$ cat src/rtl/siso_frame_rx.sv
// Serial frame receiver sitting behind the SISO shift register.
// Recovers framed words from a one-bit-per-clock stream, checks even parity
// and the stop bit, and holds each word in a single-entry valid/ready buffer.
//
// Frame on SI (idle level 0): start(1), DATA_W data bits LSB first,
// optional even-parity bit, stop(0).
//
// Ports:
//   clk        rising-edge clock
//   clear      synchronous active-high reset
//   SI         serial input, sampled every rising edge
//   data_out   received word, bit 0 = first data bit on the line
//   data_perr  parity error flag for the word in data_out
//   data_valid data_out/data_perr hold an unconsumed word
//   data_ready consumer takes the word on data_valid && data_ready
//   frame_err  one-cycle pulse: stop bit sampled as 1, word discarded
//   overrun    one-cycle pulse: good frame dropped because buffer was full
module siso_frame_rx #(
    parameter int unsigned DATA_W    = 8,
    parameter bit          PARITY_EN = 1'b1
) (
    input  logic              clk,
    input  logic              clear,
    input  logic              SI,
    output logic [DATA_W-1:0] data_out,
    output logic              data_perr,
    output logic              data_valid,
    input  logic              data_ready,
    output logic              frame_err,
    output logic              overrun
);

    localparam int unsigned CNT_W = (DATA_W > 1) ? $clog2(DATA_W) : 1;
    localparam logic [CNT_W-1:0] CNT_LAST = CNT_W'(DATA_W - 1);

    typedef enum logic [1:0] {
        IDLE   = 2'd0,
        DATA   = 2'd1,
        PARITY = 2'd2,
        STOP   = 2'd3
    } state_t;

    state_t            state_q;
    state_t            state_d;
    logic [CNT_W-1:0]  cnt_q;
    logic [DATA_W-1:0] shift_q;
    logic              par_q;

    logic              stop_edge_c;
    logic              load_c;
    logic              accept_c;
    logic              frame_err_c;
    logic              overrun_c;

    // State register
    always_ff @(posedge clk) begin
        if (clear) begin
            state_q <= IDLE;
        end else begin
            state_q <= state_d;
        end
    end

    // Next-state and buffer-control decode
    always_comb begin
        state_d     = state_q;
        stop_edge_c = 1'b0;
        load_c      = 1'b0;
        frame_err_c = 1'b0;
        overrun_c   = 1'b0;
        accept_c    = data_valid && data_ready;

        case (state_q)
            IDLE: begin
                if (SI) begin
                    state_d = DATA;
                end
            end
            DATA: begin
                if (cnt_q == CNT_LAST) begin
                    if (PARITY_EN) begin
                        state_d = PARITY;
                    end else begin
                        state_d = STOP;
                    end
                end
            end
            PARITY: begin
                state_d = STOP;
            end
            STOP: begin
                // A 1 here is a framing error, never a new start bit.
                state_d     = IDLE;
                stop_edge_c = 1'b1;
                if (SI) begin
                    frame_err_c = 1'b1;
                end else if (!data_valid || data_ready) begin
                    load_c = 1'b1;
                end else begin
                    overrun_c = 1'b1;
                end
            end
            default: begin
                state_d = IDLE;
            end
        endcase
    end

    // Bit collection: counter, shift register, running parity
    always_ff @(posedge clk) begin
        if (clear) begin
            cnt_q   <= '0;
            shift_q <= '0;
            par_q   <= 1'b0;
        end else begin
            case (state_q)
                IDLE: begin
                    cnt_q <= '0;
                    par_q <= 1'b0;
                end
                DATA: begin
                    shift_q[cnt_q] <= SI;
                    par_q          <= par_q ^ SI;
                    cnt_q          <= cnt_q + CNT_W'(1);
                end
                PARITY: begin
                    par_q <= par_q ^ SI;
                end
                default: begin
                    cnt_q <= '0;
                end
            endcase
        end
    end

    // Output buffer and status pulses
    always_ff @(posedge clk) begin
        if (clear) begin
            data_out   <= '0;
            data_perr  <= 1'b0;
            data_valid <= 1'b0;
            frame_err  <= 1'b0;
            overrun    <= 1'b0;
        end else begin
            frame_err <= frame_err_c;
            overrun   <= overrun_c;
            if (load_c) begin
                data_out   <= shift_q;
                data_perr  <= PARITY_EN & par_q;
                data_valid <= 1'b1;
            end else if (accept_c) begin
                data_valid <= 1'b0;
            end
        end
    end

    logic unused_c;
    assign unused_c = stop_edge_c;

endmodule

$ cat config.mk
export PLATFORM = sky130hd
export DESIGN_NAME = siso_frame_rx
export DESIGN_NICKNAME = d
export VERILOG_FILES = /design/src/rtl/siso_frame_rx.sv
export SDC_FILE = /design/constraint.sdc
export NUM_CORES = 1
export LEC_CHECK = 0
export CORE_ASPECT_RATIO = 0.7
export CORE_UTILIZATION = 60
export CTS_BUF_LIST = sky130_fd_sc_hd__clkbuf_2
export DETAILED_ROUTE_END_ITERATION = 16
export PLACE_DENSITY = 0.86
export RECOVER_POWER = 25
export SKIP_LAST_GASP = 1
export SYNTH_ARGS = -nofsm -noshare
export SYNTH_HDL_FRONTEND = slang
export SYNTH_SLANG_ARGS = --single-unit
$ cat constraint.sdc
create_clock -name clk -period 2.8 [get_ports clk]
set_clock_uncertainty 0.05 [all_clocks]
set_input_delay 0.84 -clock clk [delete_from_list [all_inputs] [get_ports clk]]
set_output_delay 0.84 -clock clk [all_outputs]
set_load 0.02 [all_outputs]
[After elaboration in Yosys (flattened, before gate mapping)]
Index checks and enable logic that the tools add are counted.
Widths: inputs -> output; s select.
Cells by class
  add/sub/neg operators: 1
  magnitude comparators: 2
  eq/ne operators: 6
  mux-type cells: 15
  bitwise gates (word level): 2
  reductions and logical operators: 11
Operators with widths (number)
  $bwmux 8: 1
  $mux 1: 8
  $pmux 2 s4: 1
  $pmux 3 s2: 1
  $eq 2x2->1 const B: 2
  $lt 3x4->1 const B: 1
  $mux 2: 2
  $ne 2x2->1 const B: 2
  $reduce_bool 2->1: 2
  $reduce_or 2->1: 2
  $add 3x1->3 const B: 1
  $demux 1 s3: 1
  $eq 3x3->1 const B: 1
  $ge 3x1->1 const B: 1
  $reduce_or 3->1: 1
  $eq 2x1->1 const B: 1
  $logic_and 1x1->1: 2
  $logic_not 2->1: 1
  $pmux 1 s2: 1
  $reduce_and 2->1: 1
  $logic_not 1->1: 1
  $logic_or 1x1->1: 1
  $not 1->1: 1
  $xor 1x1->1: 1
Word-level totals
  flip-flop bits (word level): 26
  output and inout port bits: 12
  word-level logic and storage cells: 46

[Logic depth before layout (Yosys ltp)]
Gate-level depths: netlist (run 1).
  word-level depth: 6
  mapped depth: 5
  gate-level depth less buffers: 5

[Least setup slack after synthesis (run 1)]
No wires, ideal clock.
  path type: input-to-reg
  start: input data_ready
  end: register data_out[0]
  setup time: 72 ps
  arrival: 1423 ps
  required time: 2678 ps
  setup slack: 1256 ps
  stages: 4
  path buffers: 1
  cells stage by stage: nand2b_1 > nand3_1 > buf_4 > mux2i_1
Between the ends
  longest elaborated chain between the ends: 4
Ends and longest elaborated chain
  start: declaration: RTL line 28  | input logic data_ready,
  $logic_or 1x1->1: RTL line 97  | end else if (!data_valid || data_ready) begin
  $mux 1: RTL line 97
  $mux 1: RTL line 95  | if (SI) begin
  $mux 1: RTL line 73  | case (state_q)
  end signal: assignment: RTL line 148  | data_out <= shift_q;
  end: declaration: RTL line 25  | output logic [DATA_W-1:0] data_out,
No other way between the ends.
A chain may end at the register's enable or synchronous reset.

[Final worst setup path (run 1)]
  start: register data_perr
  end: output data_perr
RTL lines
  start: declaration: RTL line 26  | output logic data_perr,
  start signal: assignment: RTL line 149  | data_perr <= PARITY_EN & par_q;
No word-level cell between the ends.

==> results of run 1 <==
## layer usage
layer  up-vias  GRT usage
met4         0    0.06250
li1        446          -
met5         -          0
met1       404     0.2535
met2        15     0.3946
met3         4    0.07591
## worst min-delay path, stage by stage, from the launching register on
cell and delay (ps):
dfxtp_1 350, nand2_1 50, mux2i_1 60
## stage by stage
step	instances	power (W)	hold slack, ps	worst slack (ps)	area, um^2
after floorplan	123	0.0006534	384.1	1256	1192
after global placement	156	0.0006849	395.8	783.9	1340
after detailed placement	156	0.0007039	407.1	727.5	1340
after CTS	159	0.0008325	431.5	538.3	1355
after global routing	159	0.0008878	444.1	492.3	1351
final	159	0.0008251	423.0	540.9	1351
## kinds of logic (layout without fill, tap and decap cells)
group,count (synthesis),after routing,share of synthesized area
multiplexers,15,15,0.1259
adder cells (fa/ha/maj),8,8,0.08395
flip-flops,26,26,0.4365
buffers and inverters,12,26,0.06295
AND/OR/NAND/NOR,51,51,0.2319
AO/OA/AOI/OAI,11,11,0.05876
## power groups by stage
stage | logic [W] | registers, W | clock network [W]
floorplan | 0.000218 | 0.000435 | 0
global placement | 0.000236 | 0.000449 | 0
detailed placement | 0.000253 | 0.000451 | 0
CTS | 0.000255 | 0.000443 | 0.000134
global route | 0.000290 | 0.000451 | 0.000147
finish | 0.000252 | 0.000443 | 0.000130
## layout make-up
| type | instances | area, um^2 |
|---|---|---|
| multi-input cells | 85 | 596.8 |
| well taps | 22 | 27.53 |
| flip-flops and latches | 26 | 520.5 |
| clock buffers | 3 | 15.01 |
| fillers | 152 | 519.2 |
| inverters | 4 | 15.01 |
| repair buffers | 19 | 176.4 |
## sequential cells by signal, summed over array words and instances, names as in the netlist
register,flops
frame_err,1
state_q,2
cnt_q,3
data_perr,1
data_valid,1
data_out,8
shift_q,8
par_q,1
overrun,1
## cell usage in the layout (no fill, tap or decap)
cell type        count
nor3_1               1
clkbuf_1             1
and3_1               1
nor4b_4              1
dfxtp_1             26
a22oi_1              2
buf_4                3
clkdlybuf4s50_1     14
nand2_1             22
and4bb_2             3
nand4b_1             3
dlygate4sd3_1        1
o22ai_1              1
nand2b_1             2
ha_1                 8
nor2_1              10
clkbuf_2             3
mux2i_1             15
or3_1                1
nand4_1              1
nor2b_1              2
nand3_1              4
o211a_1              1
inv_1                4
a31o_1               1
o21ai_0              2
a21oi_1              4
## final timing paths
path                       to  slack, ps  cells after the start
hold reg to reg   data_out[5]        420                      2
hold / removal    data_out[5]        420                      2
setup / recovery    data_perr        540                      1
setup reg to reg   state_q[0]       1210                      5
==> results.md, run 1 <==
* PD cells at 610.6 nW/um^2
* Clock sink count at 26
* Cts-stage hold buffer count at 0
* Final Hold Viols at 0
* Top_reg_cell synth: dfxtp_1
* Largest delay share family, worst path: buffers and inverters
* Mapped Area at 1192 um^2
* Worst hold path class: reg2reg
* Top sig layer: met4
* Layout Nets at 151
* P_int at 0.0005507 W
* Syn Area/Cell at 9.694 um^2
* Wire per inst at between 10 and 15 um
* Top cells by count, synth: 26 x dfxtp_1, 22 x nand2_1, 15 x mux2i_1
* Die Area at 2172 um^2
* Die Height at between 30 and 40 um
* Worst rel slew slack at 0.7166
* CORE AREA at 1871 um^2
* CTS tree: yes
* # DRC at 0
* DRT iter0 DRCs at 14
* HPWL Detailed at 1528 um
* H-tree depth at 1
* Outcome: finished, final reports clean
* Total track usage at 0.2184
* Leakage Power at 0.6019 nW
* CP bufs+invs at 1
* Fin crit period at ~2300 ps
* R2r startpoint: cnt_q[0]
* Wl on met1 at between 1000 and 1500 um
* Share of power burned in registers at 0.537
* Final cycle utilization of the critical path at 0.8068
* Top-count cell post-synth: dfxtp_1
* Critical Path Start Type: flop
* Row count at 13
* Clock Power Share at 0.158
* Number of port buffers at 15
* Post-layout util at 0.7224
* Routability Congestion at 0.8159
* Final setup vio count at 0
* I/O pin cnt at 16
* Unique masters post-synth at 26
* EDFF count, synth at 0
* Cell taking the most area after synthesis: dfxtp_1
* Clock slew seen by the registers of the worst setup and hold paths at 220 ps
* Psw at 0.0002744 W
* Max-slew violations at 0
* RSZ-0062 raised after global routing: no
* CP max FO at 2
* Area Growth Syn to Fin at 13.33%
* Vias per cell at 5.465
* Critical path data required time at 1910 ps
* Worst Setup Path Type: reg2out
* Die X at between 50 and 60 um
* Clk root buf: clkbuf_2
* Worst Hold Launch: data_out[5]
* Largest cells by area after synthesis: dfxtp_1 44%, mux2i_1 13%, ha_1 8.4%
* Via count at 869
* Sw Share at 0.3325
* Grt ovf at 0
* Start point of the critical path: data_perr
* Setup bufs post-CTS at 0
* Share of layout cells above drive strength 1 at 0.07299
* Largest net degree at the start of global routing at 25
* Comb power frac at 0.305
* Clk buf depth at 2
* Initial antenna violation count at 0
* #FFs+latches synth at 26
* Crit end category: primary output
* Synth top area share at 0.4365
* Number of CTS-inserted buffers at 3
* CP Data Arrival Time at 1370 ps
* Clk_lat worst skew at 340 ps
* Max stage delay cell, worst path: clkdlybuf4s50_1
* Routed WL at ~2100 um
* Synth warn at 0
* Crit path cell chain: clkdlybuf4s50_1
* Max cap viols at 0
* Fmax at 442.7 MHz
* Vias in the first global route at between 700 and 800
* Maximum VDD drop at 0.4130 mV
* CP max stage delay at about 610 ps
* Setup_tns at 0 ps
* Starting Density at 0.6375
* FFs w/ async S/R, synth at 0
* Metal3 WL at 81 um
* Post-route ant nets at 0
* Routed wl met2 at a little under 1000 um
* Diodes inserted at 0
* Syn_nets at about 140
* Mapped Cells at 123
* Drt pass-1 iters at 4
* # resized after CTS at 0
* First-pass GRT wire length at 3484 um
* Slew @ Worst Pin at 425.2 ps
* Register area share after synthesis at 0.4365
No activity file was read; power rests on OpenSTA's default activity.
==> run 2: changes to the inputs <==
--- a/config.mk
+++ b/config.mk
@@ -6,10 +6,10 @@
 export NUM_CORES = 1
 export LEC_CHECK = 0
 export CORE_ASPECT_RATIO = 0.7
-export CORE_UTILIZATION = 60
+export CORE_UTILIZATION = 56
 export CTS_BUF_LIST = sky130_fd_sc_hd__clkbuf_2
 export DETAILED_ROUTE_END_ITERATION = 16
-export PLACE_DENSITY = 0.86
+export PLACE_DENSITY = 0.81
 export RECOVER_POWER = 25
 export SKIP_LAST_GASP = 1
 export SYNTH_ARGS = -nofsm -noshare
==> constraint.sdc (replaced) <==
create_clock -name clk -period 2.1 [get_ports clk]
set_clock_uncertainty 0.05 [all_clocks]
set_input_delay 0.63 -clock clk [delete_from_list [all_inputs] [get_ports clk]]
set_output_delay 0.63 -clock clk [all_outputs]
set_load 0.02 [all_outputs]
==> results.md, run 2 (synthesis results as in run 1) <==
* Metal3 WL at 101 um (+25%)
* Largest net degree at the start of global routing at 25 (unchanged)
* Number of CTS-inserted buffers at 3 (unchanged)
* Leakage Power at 0.7275 nW (+21%)
* Most frequent cells in the layout: 26 x dfxtp_1, 22 x nand2_1, 15 x mux2i_1, 10 x nor2_1, 8 x ha_1
* Depth of the most critical reg-to-reg path at 5 (unchanged)
* Vias per cell at 5.572 (+2.0%)
* Largest delay share family, worst path: buffers and inverters
* Diodes inserted at 0 (unchanged)
* Crit path cell chain: clkdlybuf4s50_1
* Critical Path Start Type: flop
* CP max FO at 1 (-1)
* Drt pass-1 iters at 10 (+6)
* Top flop regs: data_out: 8 flops, shift_q: 8 flops, cnt_q: 3 flops
* Max-slew violations at 0 (unchanged)
* Failing checks: DRC
* Setup bufs post-CTS at 0 (unchanged)
* Critical path data required time at 1420 ps (-490 ps)
* Routability Congestion at 0.7203 (-12%)
* PD cells at 898.9 nW/um^2 (+47%)
* Starting Density at 0.6160 (-0.02143)
* Worst slack, placed at 131.9 ps (-595.7 ps)
* Commonest non-fill, non-tap cell in the layout: dfxtp_1
* CORE AREA at 1936 um^2 (+3.5%)
* Final cycle utilization of the critical path at 0.9627
* Initial antenna violation count at 0 (unchanged)
* Routed WL at 2128 um (+1.6%)
* Layout Nets at 150 (-0.66%)
* Reg-to-Reg End: state_q[0]
* Fin crit period at 2022 ps
* Max stage delay cell, worst path: clkdlybuf4s50_1
* Grt ovf at 0 (unchanged)
* Final setup vio count at 0 (unchanged)
* Share of layout cells above drive strength 1 at 0.08029 (+0.007299)
* Maximum VDD drop at 0.6370 mV (+54%)
* Cts-stage hold buffer count at 0 (unchanged)
* Clock slew seen by the registers of the worst setup and hold paths at 270 ps (+50 ps)
* Fmax at ~490 MHz
* Crit end category: primary output
* Max cap viols at 0 (unchanged)
* Clk_lat worst skew at 370 ps (+30 ps)
* Via count at 886 (+2.0%)
* Total track usage at 0.2099 (-0.008530)
* Routed wl met2 at 906 um (-6.3%)
* Post-route ant nets at 0 (unchanged)
* Clk buf depth at 2 (unchanged)
* Placed instance count at 155 (-0.64%)
* CTS tree: yes
* Wire per inst at 13.38 um (+1.6%)
* Die Height at 40.61 um (+3.3%)
* Row count at 13 (unchanged)
* R2r startpoint: cnt_q[0]
* Die Area at 2321 um^2 (+6.8%)
* CP bufs+invs at 1 (unchanged)
* H-tree depth at 1 (unchanged)
* Setup_tns at 0 ps (unchanged)
* Reg2Reg Setup Slack at 520 ps (-690 ps)
* HPWL Detailed at 1510 um (-1.2%)
* First-pass GRT wire length at 3422 um (-1.8%)
* Final Hold Viols at 0 (unchanged)
* Number of port buffers at 15 (unchanged)
* Vias in the first global route at 785 (-1.8%)
* Wl on met1 at 1106 um (+7.8%)
* Total power at 0.001252 W (+52%)
* Worst rel slew slack at 0.5718 (-0.1448)
* RSZ-0062 raised after global routing: no
* Worst hold slack at 425.3 ps (+2.349 ps)
* Worst hold path class: reg2reg
* Layout Cells excl Fill at 159 (unchanged)
* Outcome: finished, violations left
* Fillers at 152 (unchanged)
* Start point of the critical path: overrun
* Top sig layer: met4
* Clock sink count at 26 (unchanged)
* DRT iter0 DRCs at 19 (+5)
* Final Worst Setup Slack at 78.27 ps (-462.6 ps)
* Die X at 57.15 um (+3.4%)
* Slew @ Worst Pin at 641.6 ps (+216.4 ps)
* Worst Setup Path Type: reg2out
* Clk root buf: clkbuf_2
* CP Data Arrival Time at 1340 ps (-30 ps)
* I/O pin cnt at 16 (unchanged)
* # DRC at 2 (+2)
* Setup crit end: overrun
* CP max stage delay at 590 ps (-20 ps)
* Critical Path Stages at 1 (unchanged)
* Area Growth Syn to Fin at 16.79%
==> run 2: cell types whose count changed in the layout (fill, tap and decap cells not counted) <==
cell             delta
clkdlybuf4s50_1     -7
bufinv_16           +1
dlygate4sd3_1       +1
clkbuf_1            -1
dlymetal6s2s_1      +6
==> run 2: worst min path at each step <==
stage                  endpoint  slack [ps]   startpoint  depth (start not counted)
floorplan           data_out[1]         380   shift_q[1]                          2
global placement    data_out[4]         400  data_out[4]                          2
detailed placement  data_out[6]         400  data_out[6]                          2
CTS                 data_out[0]         430  data_out[0]                          2
global route        data_out[4]         450   shift_q[4]                          2
finish              data_out[0]         430  data_out[0]                          2
==> run 2: metal layers <==
layer	track usage	up-vias
li1	-	449
met1	0.2558	417
met2	0.3676	18
met3	0.07097	2
met4	0.05488	0
met5	0	-
==> run 2: tightest hold or removal path: cells and delay by family (launching register included) <==
kind | cells | cell delay (ps)
DFF | 1 | 370
and+or+nand+nor | 1 | 50
muxes | 1 | 50
==> run 2: cell type report <==
cell class	instances	area, um^2	area share
Timing Repair Buffer	18	187.7	0.1348
Clock inverter	1	30.03	0.02156
Sequential cell	26	520.5	0.3738
Tap cell	22	27.53	0.01977
Multi-Input combinational cell	85	596.8	0.4286
Inverter	4	15.01	0.01078
Clock buffer	3	15.01	0.01078
==> run 2: timing repair <==
item,in CTS,in global routing
endpoints found under the hold margin,0,0
endpoints found under the setup margin,0,6
resized for setup,0,6
==> run 2: power by group <==
| group | switching (W) | internal, W |
|---|---|---|
| Sequential | 0.0000584 | 0.000536 |
| Clock | 0.000152 | 0.000164 |
| Combinational | 0.000183 | 0.000159 |
| Total | 0.000393 | 0.000859 |
==> run 2: through the flow <==
stage | util | area (um^2)
detailed placement | 0.6884 | 1333
finish | 0.7195 | 1393
global placement | 0.6884 | 1333
global route | 0.7195 | 1393
floorplan | - | 1192
CTS | 0.7117 | 1378
==> run 3: changes to the inputs <==
--- a/config.mk
+++ b/config.mk
@@ -5,6 +5,7 @@
 export SDC_FILE = /design/constraint.sdc
 export NUM_CORES = 1
 export LEC_CHECK = 0
+export CAP_MARGIN = 20
 export CORE_ASPECT_RATIO = 0.7
 export CORE_UTILIZATION = 56
 export CTS_BUF_LIST = sky130_fd_sc_hd__clkbuf_2
==> results of run 3 <==
The final DEF is identical to that of run 2; final timing and power are the same.
